$ cat src/rtl/debug_bridge_if.sv
// ---------------------------------------------------------------------------
// debug_bridge_if
// Signals between the debug bridge, the host byte streams and the processor
// debug pins.
//   rx_data/rx_valid/rx_ready : host command byte stream (ready/valid)
//   tx_data/tx_valid/tx_ready : reply byte stream (ready/valid)
//   wait_for_continue         : processor is stopped on wait
//   wait_continue_execution   : one-cycle release pulse to the processor
//   debug_get_param           : debug read request
//   debug_reg_addr            : 0..7 = r0..r7, 8 = ip
//   debug_data_out            : debug read data from the processor
// slave modport is the bridge side, master modport is the host/processor side.
// ---------------------------------------------------------------------------
interface debug_bridge_if #(
    parameter int WORD_SIZE = 18
);
    logic [7:0]           rx_data;
    logic                 rx_valid;
    logic                 rx_ready;
    logic [7:0]           tx_data;
    logic                 tx_valid;
    logic                 tx_ready;
    logic                 wait_for_continue;
    logic                 wait_continue_execution;
    logic                 debug_get_param;
    logic [3:0]           debug_reg_addr;
    logic [WORD_SIZE-1:0] debug_data_out;

    modport slave (
        input  rx_data, rx_valid, tx_ready, wait_for_continue, debug_data_out,
        output rx_ready, tx_data, tx_valid, wait_continue_execution,
               debug_get_param, debug_reg_addr
    );

    modport master (
        output rx_data, rx_valid, tx_ready, wait_for_continue, debug_data_out,
        input  rx_ready, tx_data, tx_valid, wait_continue_execution,
               debug_get_param, debug_reg_addr
    );
endinterface

$ cat src/rtl/debug_bridge.sv
// ---------------------------------------------------------------------------
// debug_bridge
// Byte-command debug controller. Decodes host command bytes to release a
// halted processor, report halt status, or read r0..r7/ip through the debug
// interface, and streams reply bytes out.
//   clock : single clock shared with the processor
//   reset : asynchronous, active-high
//   bus   : debug_bridge_if.slave (command/reply streams, debug pins)
//
// state      | meaning
// -----------+------------------------------------------------------------
// ST_IDLE    | waiting for a command byte; rx_ready high
// ST_SETTLE  | debug address driven, letting the processor read settle
// ST_CAPTURE | debug_data_out captured on this state's closing edge
// ST_SEND    | reply bytes streamed MSB first from the shift register
// ---------------------------------------------------------------------------
module debug_bridge #(
    parameter int WORD_SIZE = 18
) (
    input  logic          clock,
    input  logic          reset,
    debug_bridge_if.slave bus
);

    typedef enum logic [1:0] {
        ST_IDLE,
        ST_SETTLE,
        ST_CAPTURE,
        ST_SEND
    } state_t;

    state_t      r_state,    w_state_nx;
    logic [23:0] r_shift,    w_shift_nx;
    logic        r_tx_valid, w_tx_valid_nx;
    logic [1:0]  r_byte_cnt, w_byte_cnt_nx;
    logic [3:0]  r_reg_cnt,  w_reg_cnt_nx;
    logic        r_dump,     w_dump_nx;
    logic        r_wce,      w_wce_nx;
    logic        r_dgp,      w_dgp_nx;
    logic [3:0]  r_addr,     w_addr_nx;

    logic [23:0] w_word;
    logic [7:0]  w_reply;
    logic        w_start_read;
    logic        w_start_dump;

    assign w_word = 24'(bus.debug_data_out[WORD_SIZE-1:0]);

    always_ff @(posedge clock or posedge reset) begin
        if (reset) begin
            r_state    <= ST_IDLE;
            r_shift    <= 24'h0;
            r_tx_valid <= 1'b0;
            r_byte_cnt <= 2'd0;
            r_reg_cnt  <= 4'd0;
            r_dump     <= 1'b0;
            r_wce      <= 1'b0;
            r_dgp      <= 1'b0;
            r_addr     <= 4'd0;
        end else begin
            r_state    <= w_state_nx;
            r_shift    <= w_shift_nx;
            r_tx_valid <= w_tx_valid_nx;
            r_byte_cnt <= w_byte_cnt_nx;
            r_reg_cnt  <= w_reg_cnt_nx;
            r_dump     <= w_dump_nx;
            r_wce      <= w_wce_nx;
            r_dgp      <= w_dgp_nx;
            r_addr     <= w_addr_nx;
        end
    end

    always_comb begin
        w_state_nx    = r_state;
        w_shift_nx    = r_shift;
        w_tx_valid_nx = r_tx_valid;
        w_byte_cnt_nx = r_byte_cnt;
        w_reg_cnt_nx  = r_reg_cnt;
        w_dump_nx     = r_dump;
        w_wce_nx      = 1'b0;
        w_dgp_nx      = r_dgp;
        w_addr_nx     = r_addr;
        w_reply       = 8'hEE;
        w_start_read  = 1'b0;
        w_start_dump  = 1'b0;

        // Halt status is the wait_for_continue level at the accepting edge.
        if (bus.rx_data == 8'h01) begin
            w_reply = bus.wait_for_continue ? 8'hA1 : 8'hE1;
        end else if (bus.rx_data == 8'h02) begin
            w_reply = {7'b0, bus.wait_for_continue};
        end else if (bus.rx_data[7:4] == 4'h1 && bus.rx_data[3:0] <= 4'd8) begin
            w_reply      = 8'hE1;
            w_start_read = bus.wait_for_continue;
        end else if (bus.rx_data == 8'h20) begin
            w_reply      = 8'hE1;
            w_start_dump = bus.wait_for_continue;
        end

        case (r_state)
            ST_IDLE: begin
                if (bus.rx_valid) begin
                    if (w_start_read || w_start_dump) begin
                        w_dgp_nx     = 1'b1;
                        w_addr_nx    = w_start_dump ? 4'd0 : bus.rx_data[3:0];
                        w_reg_cnt_nx = w_start_dump ? 4'd0 : bus.rx_data[3:0];
                        w_dump_nx    = w_start_dump;
                        w_state_nx   = ST_SETTLE;
                    end else begin
                        w_shift_nx    = {w_reply, 16'h0};
                        w_tx_valid_nx = 1'b1;
                        w_byte_cnt_nx = 2'd1;
                        w_wce_nx      = (bus.rx_data == 8'h01) && bus.wait_for_continue;
                        w_state_nx    = ST_SEND;
                    end
                end
            end
            ST_SETTLE: begin
                w_state_nx = ST_CAPTURE;
            end
            ST_CAPTURE: begin
                w_shift_nx    = w_word;
                w_dgp_nx      = 1'b0;
                w_tx_valid_nx = 1'b1;
                w_byte_cnt_nx = 2'd3;
                w_state_nx    = ST_SEND;
            end
            ST_SEND: begin
                if (bus.tx_ready) begin
                    w_shift_nx    = {r_shift[15:0], 8'h00};
                    w_byte_cnt_nx = r_byte_cnt - 2'd1;
                    if (r_byte_cnt == 2'd1) begin
                        w_tx_valid_nx = 1'b0;
                        // A dump chains straight into the next register read
                        // on the edge that sends the last byte of this one.
                        if (r_dump && r_reg_cnt != 4'd8) begin
                            w_reg_cnt_nx = r_reg_cnt + 4'd1;
                            w_addr_nx    = r_reg_cnt + 4'd1;
                            w_dgp_nx     = 1'b1;
                            w_state_nx   = ST_SETTLE;
                        end else begin
                            w_dump_nx  = 1'b0;
                            w_state_nx = ST_IDLE;
                        end
                    end
                end
            end
            default: begin
                w_state_nx = ST_IDLE;
            end
        endcase
    end

    assign bus.rx_ready                = reset | (r_state == ST_IDLE);
    assign bus.tx_data                 = r_shift[23:16];
    assign bus.tx_valid                = r_tx_valid;
    assign bus.wait_continue_execution = r_wce;
    assign bus.debug_get_param         = r_dgp;
    assign bus.debug_reg_addr          = r_addr;

endmodule

$ cat src/flat_wrapper.sv
// flat-port wrapper written by rule: the top's interface ports become plain ports
module debug_bridge_flat 
#(
    parameter int WORD_SIZE = 18
)
  (clock, reset, bus_rx_data, bus_rx_valid, bus_tx_ready, bus_wait_for_continue, bus_debug_data_out, bus_rx_ready, bus_tx_data, bus_tx_valid, bus_wait_continue_execution, bus_debug_get_param, bus_debug_reg_addr);
  debug_bridge_if #(.WORD_SIZE(WORD_SIZE)) bus_i ();
  input  logic clock;
  input  logic reset;
  input wire logic [$bits(bus_i.rx_data)-1:0] bus_rx_data;
  input wire logic [$bits(bus_i.rx_valid)-1:0] bus_rx_valid;
  input wire logic [$bits(bus_i.tx_ready)-1:0] bus_tx_ready;
  input wire logic [$bits(bus_i.wait_for_continue)-1:0] bus_wait_for_continue;
  input wire logic [$bits(bus_i.debug_data_out)-1:0] bus_debug_data_out;
  output wire logic [$bits(bus_i.rx_ready)-1:0] bus_rx_ready;
  output wire logic [$bits(bus_i.tx_data)-1:0] bus_tx_data;
  output wire logic [$bits(bus_i.tx_valid)-1:0] bus_tx_valid;
  output wire logic [$bits(bus_i.wait_continue_execution)-1:0] bus_wait_continue_execution;
  output wire logic [$bits(bus_i.debug_get_param)-1:0] bus_debug_get_param;
  output wire logic [$bits(bus_i.debug_reg_addr)-1:0] bus_debug_reg_addr;
  assign bus_i.rx_data = bus_rx_data;
  assign bus_i.rx_valid = bus_rx_valid;
  assign bus_i.tx_ready = bus_tx_ready;
  assign bus_i.wait_for_continue = bus_wait_for_continue;
  assign bus_i.debug_data_out = bus_debug_data_out;
  assign bus_rx_ready = bus_i.rx_ready;
  assign bus_tx_data = bus_i.tx_data;
  assign bus_tx_valid = bus_i.tx_valid;
  assign bus_wait_continue_execution = bus_i.wait_continue_execution;
  assign bus_debug_get_param = bus_i.debug_get_param;
  assign bus_debug_reg_addr = bus_i.debug_reg_addr;
  debug_bridge #(.WORD_SIZE(WORD_SIZE)) u_core (.clock(clock), .reset(reset), .bus(bus_i));
endmodule
$ cat config.mk
export PLATFORM = sky130hd
export DESIGN_NAME = debug_bridge_flat
export DESIGN_NICKNAME = d
export VERILOG_FILES = /design/src/rtl/debug_bridge_if.sv /design/src/rtl/debug_bridge.sv /design/src/flat_wrapper.sv
export SDC_FILE = /design/constraint.sdc
export NUM_CORES = 1
export LEC_CHECK = 0
export ABC_AREA = 1
export CAP_MARGIN = 25
export CORE_UTILIZATION = 39
export DETAILED_ROUTE_END_ITERATION = 10
export PLACE_DENSITY_LB_ADDON = 0.15
export SLEW_MARGIN = 40
export SYNTH_ARGS = -nofsm -noshare
export SYNTH_HDL_FRONTEND = slang
export SYNTH_SLANG_ARGS = --single-unit
export TNS_END_PERCENT = 30
$ cat constraint.sdc
create_clock -name clock -period 1.9 [get_ports clock]
set_clock_uncertainty 0.2 [all_clocks]
set_input_delay 0.38 -clock clock [delete_from_list [all_inputs] [get_ports clock]]
set_output_delay 0.38 -clock clock [all_outputs]
set_load 0.01 [all_outputs]
==> reports/qor.yml, run 1 <==
core_mm2: 0.00517
layout-drive-gt1-share: 0.178
synth_nets: 326
syn_inst: 288
min_period_over_period: 0.989
grt_max_degree: 37
gp_congestion: 0.807
setup_viol: 0
dp.cells: 416
io_pins: 47
p_leak_nw: 1.49
setup_slack_ns: 0.0207
portBuffers: 46
yosys_warnings: 0
diodes: 0
min_period_ns: 1.88
fp.dieH_um: 75.6
fillers: 503
timing.rr.end: "u_core.bus.debug_reg_addr[0]"
clockBufferDepth: 2
cp_max_fo: 3
initial_core_util: 0.408
cts_tree: "built"
dp_hpwl_um: 3420
vias: 1972
worstPathArrival_ns: 1.30
synth_top_family_by_area: "simple AND/OR/NAND/NOR gates"
seqCellArea_um2: 902
critPathLaunchType: "register"
post-cts-setup-buffers: 0
synth.mux.area_fraction: 0
preCtsSetupSlack_ns: -0.340
finalHoldViolations: 0
overflow: 0
synth-seq-area-share: 0.427
drv_slew: 0
path_clk_slew_ns: 0.07
synth_compound_area_frac: 0.116
drt-total-wl_um: 4640
grt_pass1_wl_um: 7470
final_nets: 391
post_drt_wl_per_cell_um: 10.9
multiInputGateArea_mm2: 0.00103
cap_violations: 0
endpoint_kind: "output port"
synth_adder_area_share: 0.0415
root_buffer: "clkbuf_8"
critPathKind: "register to output port"
ys_seq_elements: 36
hp-class: "primary input to asynchronous set/reset pin"
track_usage: 0.175
grt_antenna_before_repair: 0
die_w_um: 75.6
tightest_slew_ns: 0.441
synthesis.area_per_instance_um2: 7.33
htree_num_levels: 2
synthSimpleGateAreaFrac: 0.307
status: "complete, no violations"
fin_cells: 424
ir_drop_v: 0.000712
fmax_ghz: 0.532
rsz0062_at_grt: "yes"
area_growth_pct: 40.3
slew_headroom: 0.706
cts_sinks: 36
grt_pass1_vias: 1728
cp.required_ns: 1.32
drc: 0
ant_nets: 0
r2r-start: "u_core.r_state[0]"
viasPerCell: 4.65
reg2reg_depth: 10
row_count: 26
insertion_delay_ns: 0.28
cts_buffers: 5
drt_iter0_drc: 102
synth_area_mm2: 0.00211
drtPass1Iterations: 4
rrSetupSlack_ns: 0.10
synthXorXnorAreaFrac: 0
synthDistinctLibCells: 26
power.density_mw_per_mm2: 1590
fp.dieArea_mm2: 0.00571
[through the flow]
step | instance area (µm²) | setup TNS, ns | power [mW] | hold slack (ns) | util
global route | 2960 | -0.0497 | 5.20 | 0.276 | 0.573
global placement | 2800 | -4.93 | 3.93 | 0.259 | 0.541
finish | 2960 | 0 | 4.72 | 0.225 | 0.573
floorplan | 2120 | 0 | 2.99 | 0.138 | -
CTS | 2910 | 0 | 4.66 | 0.246 | 0.562
detailed placement | 2800 | -5.42 | 3.97 | 0.261 | 0.541
[layout make-up]
class / instances / share of cell area
Clock buffer: 6 / 0.0245
Clock inverter: 2 / 0.0118
Inverter: 30 / 0.0401
Multi-Input combinational cell: 204 / 0.349
Sequential cell: 36 / 0.304
Tap cell: 70 / 0.0295
Timing Repair Buffer: 76 / 0.241
[metal layers]
metal  track usage  vias to the layer above  wire (µm)
met5             0                        -          0
met4        0.0679                        0         72
li1              -                     1030          -
met2         0.285                       38       2150
met1         0.235                      898       2240
met3        0.0291                        6        179
[cells in the mapped netlist]
cell,n,share of area
nand2_4,1,0.0053
nor2_2,1,0.0030
buf_1,1,0.0018
buf_4,8,0.028
inv_1,25,0.044
buf_2,4,0.0095
nand3_2,1,0.0047
nand2_1,120,0.21
o21ai_0,21,0.050
nand3b_1,1,0.0036
inv_2,4,0.0071
a22o_1,10,0.041
ha_1,7,0.041
dfrtp_1,36,0.43
nand3_1,9,0.021
nand4_1,7,0.021
clkinv_1,1,0.0018
o22ai_1,1,0.0030
nand2_2,1,0.0030
clkbuf_1,3,0.0053
nor2_4,1,0.0053
a21oi_2,1,0.0041
nor2_1,15,0.027
buf_6,2,0.011
a21o_1,1,0.0036
a21oi_1,6,0.014
[state kept, by name, indices dropped and copies added, names as in the netlist]
signal	flops
u_core.bus.debug_get_param	1
u_core.bus.debug_reg_addr	4
u_core.bus.tx_valid	1
u_core.bus.wait_continue_execution	1
u_core.r_byte_cnt	2
u_core.r_dump	1
u_core.r_shift	24
u_core.r_state	2
[power breakdown]
group	leakage (nW)	internal, mW	switching (mW)
clock network	0.0552	0.389	0.275
logic	0.975	1.33	1.50
registers	0.461	1.06	0.170
[cell usage in the layout (no fill, tap or decap), types with 2 or more instances in the layout]
cell type        instances
a21oi_1                  5
a21oi_2                  2
a22o_1                  10
buf_12                   2
buf_4                   28
clkbuf_8                 5
clkdlybuf4s50_1         43
dfrtp_1                 35
ha_1                     4
ha_2                     2
inv_1                   23
inv_2                    4
nand2_1                118
nand2_2                  3
nand3_1                  7
nand3_2                  2
nand4_1                  7
nor2_1                  11
nor2_2                   5
o21ai_0                 16
o21ai_1                  5
[cells by family after synthesis]
| logic type | after synthesis |
|---|---|
| AND/OR/NAND/NOR | 157 |
| buffers and inverters | 48 |
| AO/OA/AOI/OAI | 40 |
| flip-flops | 36 |
| adder cells (fa/ha/maj) | 7 |
[worst max-delay path by stage]
stage | to | startpoint | slack [ns] | depth (start not counted)
final | bus_rx_ready | u_core.r_state[0] | 0.02 | 5
after global routing | bus_rx_ready | u_core.r_state[0] | -0.03 | 5
after CTS | bus_rx_ready | u_core.r_state[1] | 0.002 | 5
after detailed placement | bus_rx_ready | reset | -0.34 | 4
after global placement | bus_rx_ready | reset | -0.35 | 4
after floorplan | u_core.bus.debug_reg_addr[3] | u_core.r_state[0] | 0.08 | 10
[worst max-delay path: stages, from the launching register on]
cell and delay [ns]:
dfrtp_1 0.39, inv_1 0.10, ha_4 0.17, inv_1 0.08
nand2_2 0.06, clkdlybuf4s15_2 0.22
[timing repair]
action | CTS | global route
gates resized for setup | 6 | 22
pin swaps | 1 | 5
hold buffers | 0 | 0
setup endpoints to repair | 1 | 36
Power figures use the tool's default switching activity.
==> run 2, diff against run 1 <==
--- a/config.mk
+++ b/config.mk
@@ -8,10 +8,12 @@
 export ABC_AREA = 1
 export CAP_MARGIN = 25
 export CORE_UTILIZATION = 39
+export CTS_CLUSTER_DIAMETER = 150
 export DETAILED_ROUTE_END_ITERATION = 10
 export PLACE_DENSITY_LB_ADDON = 0.15
+export RECOVER_POWER = 25
 export SLEW_MARGIN = 40
 export SYNTH_ARGS = -nofsm -noshare
 export SYNTH_HDL_FRONTEND = slang
 export SYNTH_SLANG_ARGS = --single-unit
-export TNS_END_PERCENT = 30
+export TNS_END_PERCENT = 5
==> reports/qor.yml, run 2 (synthesized netlist as in run 1, its figures left out) <==
cts_tree: "built"
finalHoldViolations: 0
final_common_cell: "nand2_1"
grt_max_degree: 37
cp_max_fo: 3
min_period_over_period: 0.989
grt_pass1_wl_um: 7470
min_period_ns: 1.88
row_count: 26
timing.rr.end: "u_core.bus.debug_reg_addr[0]"
place_area_mm2: 0.00280
area_growth_pct: 40.3
clockBufferDepth: 2
setup_slack_ns: 0.0217
vias: 1976
post-cts-setup-buffers: 0
grt_pass1_vias: 1728
ir_drop_v: 0.000711
preCtsSetupSlack_ns: -0.340
slew_headroom: 0.706
fillers: 503
finalPower_mw: 4.72
critPathLaunchType: "register"
rrSetupSlack_ns: 0.10
multiInputGateArea_mm2: 0.00103
cts_sinks: 36
fp.dieArea_mm2: 0.00571
core_mm2: 0.00517
p_switching_mw: 1.94
drv_slew: 0
layout-drive-gt1-share: 0.178
gp_congestion: 0.807
p_int_mw: 2.77
drtPass1Iterations: 4
diodes: 0
path_clk_slew_ns: 0.07
cts_buffers: 5
overflow: 0
largest_reg_flops: 24
drt_iter0_drc: 101
track_usage: 0.175
critPathKind: "register to output port"
die_w_um: 75.6
reg2reg_depth: 10
post_drt_wl_per_cell_um: 11.0
hp-class: "primary input to asynchronous set/reset pin"
ant_nets: 0
dp_hpwl_um: 3420
root_buffer: "clkbuf_8"
fp.dieH_um: 75.6
drc: 0
endpoint_kind: "output port"
cp.required_ns: 1.32
cap_violations: 0
seqCellArea_um2: 902
insertion_delay_ns: 0.28
r2r-start: "u_core.r_state[0]"
grt_antenna_before_repair: 0
status: "complete, no violations"
rsz0062_at_grt: "yes"
htree_num_levels: 2
portBuffers: 46
p_leak_nw: 1.49
setup_viol: 0
initial_core_util: 0.408
worst_hold_slack_ns: 0.225
final_nets: 391
power_frac_comb: 0.599
top_register: "u_core.r_shift"
io_pins: 47
fmax_ghz: 0.532
post-route-util: 0.573
tightest_slew_ns: 0.440
worstPathArrival_ns: 1.30
p_clk_frac: 0.141
power.density_mw_per_mm2: 1590
p_sw_frac: 0.412
drt-total-wl_um: 4650
layout_common_cells: "118 x nand2_1, 43 x clkdlybuf4s50_1, 35 x dfrtp_1"
viasPerCell: 4.66
final_area_mm2: 0.00296
pwr-share-seq: 0.260
[run 2: critical path: stages (launching register included)]
cell and delay [ns]:
dfrtp_1 0.39, inv_1 0.09, ha_4 0.17, inv_1 0.08, nand2_2 0.06, clkdlybuf4s15_2 0.22
[run 2: area by class of cell]
cell class              instances  share of cell area
inverters                      30              0.0401
well taps                      70              0.0295
clock buffers                   6              0.0245
repair buffers                 76               0.241
flip-flops and latches         36               0.304
clock inverters                 2              0.0118
multi-input cells             204               0.349
[run 2: stage by stage]
step | TNS (ns) | cells
after floorplan | 0 | 288
after global placement | -4.93 | 416
after detailed placement | -5.42 | 416
after CTS | 0 | 424
after global routing | -0.0500 | 424
final | 0 | 424
[run 2: per-layer routing]
metal  global-route usage  part of all wire
met1                0.235              0.48
met2                0.285              0.46
met3               0.0291             0.046
met4               0.0679             0.015
met5                    0                 0
[run 2: timing repair]
item / in CTS / in global routing
endpoints found under the setup margin: 1 / 36
gates cloned: 0 / 0
pin swaps: 1 / 5
gates resized for setup: 6 / 20
hold buffers: 0 / 0
[run 2: worst max path at each step]
stage,to,cells after the start,from
finish,bus_rx_ready,5,u_core.r_state[0]
global route,bus_rx_ready,5,u_core.r_state[0]
CTS,bus_rx_ready,5,u_core.r_state[1]
detailed placement,bus_rx_ready,4,reset
global placement,bus_rx_ready,4,reset
floorplan,u_core.bus.debug_reg_addr[3],10,u_core.r_state[0]
[run 2: power by group through the flow]
stage / Combinational, mW / Sequential [mW] / Clock [mW]
after floorplan: 1.76 / 1.24 / 0
after global placement: 2.70 / 1.23 / 0
after detailed placement: 2.73 / 1.24 / 0
after CTS: 2.75 / 1.22 / 0.683
after global routing: 3.22 / 1.27 / 0.704
final: 2.82 / 1.23 / 0.665
==> run 3, diff against run 2 <==
==> constraint.sdc (replaced) <==
create_clock -name clock -period 1.9 [get_ports clock]
set_clock_uncertainty 0.2 [all_clocks]
set_input_delay 0.57 -clock clock [delete_from_list [all_inputs] [get_ports clock]]
set_output_delay 0.57 -clock clock [all_outputs]
set_load 0.01 [all_outputs]
==> reports/qor.yml, run 3 (synthesized netlist as in run 1, its figures left out) <==
fp.dieArea_mm2: 0.00571
io_pins: 47
htree_num_levels: 2
layout-drive-gt1-share: 0.253
place_area_mm2: 0.00278
path_cells: "clkdlybuf4s15_1 -> clkinvlp_4 -> nand2_2 -> buf_6"
p_int_mw: 2.90
grt_pass1_vias: 1760
grt_antenna_before_repair: 0
initial_core_util: 0.408
dp_hpwl_um: 3400
status: "complete, no violations"
crit_path_max_incr_delay_ns: 0.21
post_drt_wl_per_cell_um: 11.8
power.density_mw_per_mm2: 1570
gp_congestion: 0.792
fmax_ghz: 0.533
setup_viol: 0
critPathKind: "primary input to output port"
viasPerCell: 4.74
diodes: 0
min_period_ns: 1.88
final_common_cell: "nand2_1"
power_frac_comb: 0.646
cts_buffers: 5
insertion_delay_ns: 0.29
drc: 0
worst_hold_slack_ns: 0.274
overflow: 0
finalHoldViolations: 0
final_nets: 400
die_w_um: 75.6
p_sw_frac: 0.421
finalSetupTns_ns: 0
min_period_over_period: 0.988
cts_tree: "built"
root_buffer: "clkbuf_8"
track_usage: 0.182
cts_sinks: 36
grt_max_degree: 37
critPathLaunchType: "primary input"
endpoint_kind: "output port"
drt-total-wl_um: 5100
slew_headroom: 0.688
grt_pass1_wl_um: 7700
tightest_slew_ns: 0.467
drtPass1Iterations: 4
ant_nets: 0
drt_iter0_drc: 98
ir_drop_v: 0.000701
p_switching_mw: 2.11
cp.required_ns: 1.13
clockBufferDepth: 2
row_count: 26
vias: 2051
cap_violations: 0
crit_family: "buffers and inverters"
fp.dieH_um: 75.6
core_mm2: 0.00517
slowest_stage: "clkdlybuf4s15_1"
area_growth_pct: 50.8
portBuffers: 46
rsz0062_at_grt: "yes"
hp-class: "register to register"
p_leak_nw: 1.66
worstPathArrival_ns: 1.11
pwr-share-seq: 0.239
final_area_mm2: 0.00318
path_clk_slew_ns: 0.07
p_clk_frac: 0.115
top_register: "u_core.r_shift"
largest_reg_flops: 24
drv_slew: 0
critPathBufInv: 3
cp_max_fo: 2
layout_common_cells: "108 x nand2_1, 36 x dfrtp_1, 31 x buf_4"
==> run 3: changes by cell type in the layout (fill, tap and decap cells not counted), sizes merged, moves of 2 or more <==
cell	before	now
dlymetal6s2s	1	6
buf	30	37
clkinv	2	0
clkdlybuf4s50	43	19
clkbuf	6	10
dlygate4sd2	1	19
==> run 3: area by class of cell <==
| cell class | instances | area [µm²] |
|---|---|---|
| Clock inverter | 1 | 7.51 |
| Timing Repair Buffer | 85 | 835 |
| Clock buffer | 7 | 86.3 |
| Sequential cell | 36 | 901 |
| Tap cell | 70 | 87.6 |
| Inverter | 30 | 119 |
| Multi-Input combinational cell | 204 | 1150 |
| Fill cell | 486 | 1990 |
==> run 3: final timing paths <==
check / start / endpoint / slack [ns] / depth (start not counted)
worst max-delay path: reset / bus_rx_ready / 0.02 / 4
worst min-delay path: u_core.r_dump / u_core.r_dump / 0.27 / 2
worst max register to register: u_core.r_state[0] / u_core.r_byte_cnt[1] / 0.06 / 9
worst min register to register: u_core.r_dump / u_core.r_dump / 0.27 / 2
max in group asynchronous: reset / u_core.r_shift[7] / 0.80 / 3
min in group asynchronous: reset / u_core.r_shift[6] / 0.37 / 3
==> run 3: repair_timing <==
action                                  in CTS  in global routing
gates cloned                                 0                  4
gates resized for setup                     42                 46
hold buffers                                 0                  0
pin swaps                                    2                 15
hold endpoints to repair                     0                  0
endpoints found under the setup margin      48                 35
buffers inserted                             2                  5
==> run 3: worst min-delay path, stage by stage, from the launching register on <==
cell     delay [ns]
dfrtp_1        0.35
nand2_1        0.05
nand2_1        0.05
==> run 3: per-layer routing <==
| layer | vias up | global-route usage | wire length (µm) |
|---|---|---|---|
| met5 | - | 0 | 0 |
| met4 | 0 | 0.0679 | 80 |
| met3 | 9 | 0.0370 | 214 |
| met2 | 44 | 0.295 | 2480 |
| met1 | 941 | 0.243 | 2330 |
| li1 | 1057 | - | - |
==> run 3: per-stage QoR <==
step	setup slack, ns	utilization	total power [mW]	cells
final	0.0237	0.616	5.01	433
after global routing	-0.0431	0.616	5.51	433
after CTS	-0.00762	0.563	4.54	424
after detailed placement	-0.699	0.538	3.93	414
after global placement	-0.703	0.538	3.89	414
after floorplan	-0.181	-	3.00	288
==> run 3: power groups by stage <==
stage	Combinational (mW)	Sequential (mW)	Clock, mW
2_1_floorplan	1.76	1.24	0
3_3_place_gp	2.67	1.22	0
3_5_place_dp	2.70	1.23	0
4_1_cts	2.74	1.20	0.602
5_1_grt	3.64	1.24	0.627
6_report	3.23	1.20	0.575
